File: src/rtl/imem_boot_loader_if.sv
// Loader-side stream handshake plus IMEM write port of the boot loader.
// The boot loader takes the slave modport; the image source and the IMEM side use master.
interface imem_boot_loader_if;
    logic [7:0]  rx_data;
    logic        rx_valid;
    logic        rx_ready;
    logic [15:0] imem_addr;
    logic [15:0] imem_wdata;
    logic        imem_wr;

    modport slave (
        input  rx_data, rx_valid,
        output rx_ready, imem_addr, imem_wdata, imem_wr
    );

    modport master (
        output rx_data, rx_valid,
        input  rx_ready, imem_addr, imem_wdata, imem_wr
    );
endinterface

File: src/rtl/imem_boot_loader.sv
// Boot sequencer: receives a length-prefixed, XOR-checksummed byte image and writes it into IMEM.
// Holds the core in reset until a load has been verified.
module imem_boot_loader #(
    parameter int unsigned imem_size = 64
) (
    input  logic                 clk,
    input  logic                 rst_n,
    input  logic                 start,
    imem_boot_loader_if.slave    ldr,
    output logic                 core_rst_n,
    output logic                 busy,
    output logic                 done,
    output logic                 err
);
    typedef enum logic [3:0] {
        S_IDLE, S_LEN_HI, S_LEN_LO, S_DATA_HI, S_DATA_LO, S_WRITE, S_CSUM, S_DONE, S_ERR
    } state_t;

    localparam logic [16:0] SIZE_LIM = 17'(imem_size);

    state_t      state, state_n;
    logic [15:0] len;
    logic [15:0] idx;
    logic [15:0] wdata;
    logic [7:0]  csum;
    logic        rx_ready_q;
    logic        imem_wr_q;
    logic        accept;
    logic        start_ok;
    logic [15:0] len_rx;

    assign accept   = ldr.rx_valid && rx_ready_q;
    assign start_ok = start && (state inside {S_IDLE, S_DONE, S_ERR});
    assign len_rx   = {len[15:8], ldr.rx_data};

    always_comb begin
        state_n = state;
        unique case (state)
            S_IDLE:    if (start_ok) state_n = S_LEN_HI;
            S_LEN_HI:  if (accept) state_n = S_LEN_LO;
            S_LEN_LO: begin
                if (accept) begin
                    if ({1'b0, len_rx} > SIZE_LIM) state_n = S_ERR;
                    else if (len_rx == '0)         state_n = S_CSUM;
                    else                           state_n = S_DATA_HI;
                end
            end
            S_DATA_HI: if (accept) state_n = S_DATA_LO;
            S_DATA_LO: if (accept) state_n = S_WRITE;
            S_WRITE:   state_n = ((idx + 16'd1) == len) ? S_CSUM : S_DATA_HI;
            S_CSUM: begin
                if (accept) state_n = (ldr.rx_data == csum) ? S_DONE : S_ERR;
            end
            S_DONE, S_ERR: if (start_ok) state_n = S_LEN_HI;
            default:   state_n = S_IDLE;
        endcase
    end

    // Outputs are registered from the next state so they line up with the state register.
    always_ff @(posedge clk or negedge rst_n) begin
        if (!rst_n) begin
            state      <= S_IDLE;
            rx_ready_q <= 1'b0;
            imem_wr_q  <= 1'b0;
            core_rst_n <= 1'b0;
            busy       <= 1'b0;
            done       <= 1'b0;
            err        <= 1'b0;
            len        <= '0;
            idx        <= '0;
            wdata      <= '0;
            csum       <= '0;
        end else begin
            state      <= state_n;
            rx_ready_q <= state_n inside {S_LEN_HI, S_LEN_LO, S_DATA_HI, S_DATA_LO, S_CSUM};
            imem_wr_q  <= (state_n == S_WRITE);
            core_rst_n <= (state_n == S_DONE);
            busy       <= !(state_n inside {S_IDLE, S_DONE, S_ERR});
            done       <= (state_n == S_DONE);
            err        <= (state_n == S_ERR);

            if (start_ok) begin
                csum <= '0;
                idx  <= '0;
            end else begin
                if (accept) csum <= csum ^ ldr.rx_data;
                if (state == S_WRITE) idx <= idx + 16'd1;
            end

            if (accept) begin
                unique case (state)
                    S_LEN_HI:  len[15:8]   <= ldr.rx_data;
                    S_LEN_LO:  len[7:0]    <= ldr.rx_data;
                    S_DATA_HI: wdata[15:8] <= ldr.rx_data;
                    S_DATA_LO: wdata[7:0]  <= ldr.rx_data;
                    default: ;
                endcase
            end
        end
    end

    assign ldr.rx_ready   = rx_ready_q;
    assign ldr.imem_wr    = imem_wr_q;
    assign ldr.imem_addr  = idx;
    assign ldr.imem_wdata = wdata;
endmodule

File: src/flat_wrapper.sv
// flat-port wrapper written by rule: the top's interface ports become plain ports
module imem_boot_loader_flat 
#(
    parameter int unsigned imem_size = 64
)
  (clk, rst_n, start, core_rst_n, busy, done, err, ldr_rx_data, ldr_rx_valid, ldr_rx_ready, ldr_imem_addr, ldr_imem_wdata, ldr_imem_wr);
  imem_boot_loader_if ldr_i ();
  input  logic clk;
  input  logic rst_n;
  input  logic start;
  output logic core_rst_n;
  output logic busy;
  output logic done;
  output logic err;
  input wire logic [$bits(ldr_i.rx_data)-1:0] ldr_rx_data;
  input wire logic [$bits(ldr_i.rx_valid)-1:0] ldr_rx_valid;
  output wire logic [$bits(ldr_i.rx_ready)-1:0] ldr_rx_ready;
  output wire logic [$bits(ldr_i.imem_addr)-1:0] ldr_imem_addr;
  output wire logic [$bits(ldr_i.imem_wdata)-1:0] ldr_imem_wdata;
  output wire logic [$bits(ldr_i.imem_wr)-1:0] ldr_imem_wr;
  assign ldr_i.rx_data = ldr_rx_data;
  assign ldr_i.rx_valid = ldr_rx_valid;
  assign ldr_rx_ready = ldr_i.rx_ready;
  assign ldr_imem_addr = ldr_i.imem_addr;
  assign ldr_imem_wdata = ldr_i.imem_wdata;
  assign ldr_imem_wr = ldr_i.imem_wr;
  imem_boot_loader #(.imem_size(imem_size)) u_core (.clk(clk), .rst_n(rst_n), .start(start), .ldr(ldr_i), .core_rst_n(core_rst_n), .busy(busy), .done(done), .err(err));
endmodule
File: config.mk
export PLATFORM = sky130hd
export DESIGN_NAME = imem_boot_loader_flat
export DESIGN_NICKNAME = d
export VERILOG_FILES = /design/src/rtl/imem_boot_loader_if.sv /design/src/rtl/imem_boot_loader.sv /design/src/flat_wrapper.sv
export SDC_FILE = /design/constraint.sdc
export NUM_CORES = 1
export LEC_CHECK = 0
export BUFFER_PORTS_ARGS = -buffer_cell sky130_fd_sc_hd__buf_2
export CAP_MARGIN = 5
export CORE_UTILIZATION = 48
export DETAILED_ROUTE_END_ITERATION = 8
export GPL_ROUTABILITY_DRIVEN = 0
export PLACE_DENSITY = 0.81
export SLEW_MARGIN = 30
export SYNTH_ARGS = -nofsm -noshare
export SYNTH_HDL_FRONTEND = slang
export SYNTH_SLANG_ARGS = --single-unit
File: constraint.sdc
create_clock -name clk -period 2.65 [get_ports clk]
set_input_delay 0.53 -clock clk [delete_from_list [all_inputs] [get_ports clk]]
set_output_delay 0.53 -clock clk [all_outputs]
set_load 0.02 [all_outputs]
==> results.sh <==
export IMPL_status="complete, no violations"
export IMPL_fin_nets=403
export IMPL_synth_area_leader_cell="dfrtp_1"
export IMPL_core_area_um2=6910
export IMPL_synthToLayoutAreaGrowth_pct=15.6
export IMPL_cp_common_cell="nand3_1"
export IMPL_crit_type="register to register"
export IMPL_vias_per_cell=5.60
export IMPL_leakage_nw=1.83
export IMPL_post_route_cell_area_um2=4020
export IMPL_cts_tree="built"
export IMPL_crit_fanout=7
export IMPL_postCtsHoldBufs=0
export IMPL_synth_commonest_cells="dfrtp_1, nand2_1, mux2_2, nor2_1, xor2_1"
export IMPL_powerDensity_nw_per_um2=1100
export IMPL_ys_seq_area_frac=0.468
export IMPL_total_power_mw=4.44
export IMPL_worstPathArrival_ns=2.53
export IMPL_dp_hpwl_um=5780
export IMPL_synth_top_area_frac=0.468
export IMPL_die_area_um2=7590
export IMPL_vias=2746
export IMPL_portBuffers=49
export IMPL_hold_viol=0
export IMPL_clkLatencyLatePin_ns=0.35
export IMPL_crit_start="u_core.ldr.imem_addr[0]$_DFFE_PN0P_"
export IMPL_maxCapViolCount=0
export IMPL_final_max_slew_viol_count=0
export IMPL_yosys_most_used_dff="dfrtp_1"
export IMPL_min_period_ns=2.30
export IMPL_end_kind="register"
export IMPL_hold_class="input pin to asynchronous set/reset pin"
export IMPL_fp_row_count=30
export IMPL_drive_above_1_share=0.279
export IMPL_cts_buffers=9
export IMPL_netlist_instances=343
export IMPL_netlist_area_um2=3480
export IMPL_cp_slowest_cell="dfrtp_1"
export IMPL_synth_edf_count=0
export IMPL_vdd_ir_drop_max_v=0.000638
export IMPL_slew_headroom=0.637
export IMPL_num_io_pins=50
export IMPL_grt_start_max_net_pins=26
export IMPL_synthTopCellsByArea="dfrtp_1, mux2_2, xor2_1"
export IMPL_cp_required_ns=2.89
export IMPL_cp_top_family="simple AND/OR/NAND/NOR gates"
export IMPL_crit_path_start_kind="register"
export IMPL_clk_pin_slew_worst_paths_ns=0.07
export IMPL_cp_cell_sequence="ha_1 > nand3_1 > nor2_1 > xnor2_1 > nand3_1 > a2111oi_2 > nand4_1 > a21bo_1"
export IMPL_antenna_found_initial=0
export IMPL_rsz0062_at_grt="no"
export IMPL_synth_nets=356
export IMPL_cts_setup_buffers=0
export IMPL_drt_total_wl_um=7950
export IMPL_clock_fmax_ghz=0.436
export IMPL_first_pass_iters=4
export IMPL_clock_sinks=65
export IMPL_cts_root_buf="clkbuf_8"
export IMPL_postRouteAntennaNets=0
export IMPL_synth_most_common_cell="dfrtp_1"
export IMPL_initial_core_util=0.503
export IMPL_finalCritPeriodShare=0.866
export IMPL_setup_viol=0
export IMPL_cp_buffers_inverters=0
export IMPL_fin_setup_tns_ns=0
export IMPL_max_stage_delay_ns=0.47
export IMPL_placedInstanceArea_um2=3780
export IMPL_grt_overflow=0
export IMPL_htree_levels=3
export IMPL_synth_avg_cell_area_um2=10.1
export IMPL_worstReg2RegStart="u_core.ldr.imem_addr[0]$_DFFE_PN0P_"
export IMPL_grt_pass1_vias=2680
export IMPL_synthArstFlopShare=1.00
export IMPL_synth_yosys_warnings=0
export IMPL_cts_resized=0
export IMPL_synth_cell_types=51
export IMPL_grt_pass1_wl_um=13300
export IMPL_antenna_cells=0
export IMPL_max_slew_worst_pin_slew_ns=0.543
export IMPL_drc_errors=0
export IMPL_clk_path_buf_depth=2
export IMPL_drt_iter0_drc=172
export IMPL_die_h_um=87.1
export IMPL_fp_dieW_um=87.1
export IMPL_ys_seq_elements=65
export IMPL_grtUsageTotal=0.233
export IMPL_wl_per_cell_um=16.2
export IMPL_finClkSkew_ns=0.00840
placed cells by master (no fill, tap or decap), types with 9 or more instances in the layout:
cell      synthesis  layout
dfrtp_1          65      65
clkbuf_8          0       9
nor2_1           30      30
nand2_1          40      40
xor2_1           21      21
nand3_1          10      10
o21ai_0          15      15
xnor2_1          18      18
mux2_2           31      31
buf_2             9      49
routing by layer:
metal	global-route usage	up-vias	part of all wire	wire, µm
li1	-	1288	-	-
met1	0.297	1343	0.43	3410
met2	0.387	103	0.49	3920
met3	0.0682	12	0.064	508
met4	0.0626	0	0.014	108
met5	0	-	0	0
kinds of logic (layout without fill, tap and decap cells):
group / after synthesis / count (layout) / share of synthesized area
compound gates: 57 / 57 / 0.106
xor+xnor: 39 / 39 / 0.0983
fa+ha+maj: 1 / 1 / 0.00360
buf+inv: 26 / 77 / 0.0378
flops: 65 / 65 / 0.468
mux: 37 / 37 / 0.118
simple gates: 118 / 118 / 0.169
flip-flops by register name, indices dropped and copies added, names as in the netlist:
name and count:
u_core.ldr.imem_addr 16, u_core.ldr.imem_wdata 16, u_core.len 16, u_core.csum 8
u_core.state 4, u_core.busy 1, u_core.core_rst_n 1, u_core.err 1
u_core.ldr.imem_wr 1, u_core.ldr.rx_ready 1
layout make-up:
cell class / count / area [µm²]
Inverter: 8 / 30.0
Clock inverter: 6 / 116
Sequential cell: 65 / 1630
Tap cell: 96 / 120
Multi-Input combinational cell: 252 / 1720
Clock buffer: 9 / 124
Timing Repair Buffer: 54 / 283
Fill cell: 621 / 2890
per-stage QoR:
step	setup WS, ns	util	hold WS, ns	instances
floorplan	0.494	-	0.234	343
global placement	0.488	0.547	0.485	475
detailed placement	0.362	0.547	0.491	475
CTS	0.349	0.582	0.148	490
global route	0.117	0.582	0.164	490
finish	0.354	0.582	0.138	490
final timing paths:
check | endpoint | slack (ns) | cells after the start
worst max-delay path | u_core.state[0]$_DFF_PN0_ | 0.35 | 8
worst min-delay path | u_core.err$_DFF_PN0_ | 0.14 | 1
worst max register to register | u_core.state[0]$_DFF_PN0_ | 0.35 | 8
worst min register to register | u_core.ldr.imem_wdata[9]$_DFFE_PN0P_ | 0.51 | 1
max in group asynchronous | u_core.ldr.imem_addr[3]$_DFFE_PN0P_ | 1.80 | 2
min in group clk | u_core.ldr.imem_wdata[9]$_DFFE_PN0P_ | 0.51 | 1
power by group:
group          switching, mW  internal, mW
Combinational          0.948         0.762
Sequential             0.349          1.36
Clock                  0.393         0.626
No activity file was read; power rests on OpenSTA's default activity.
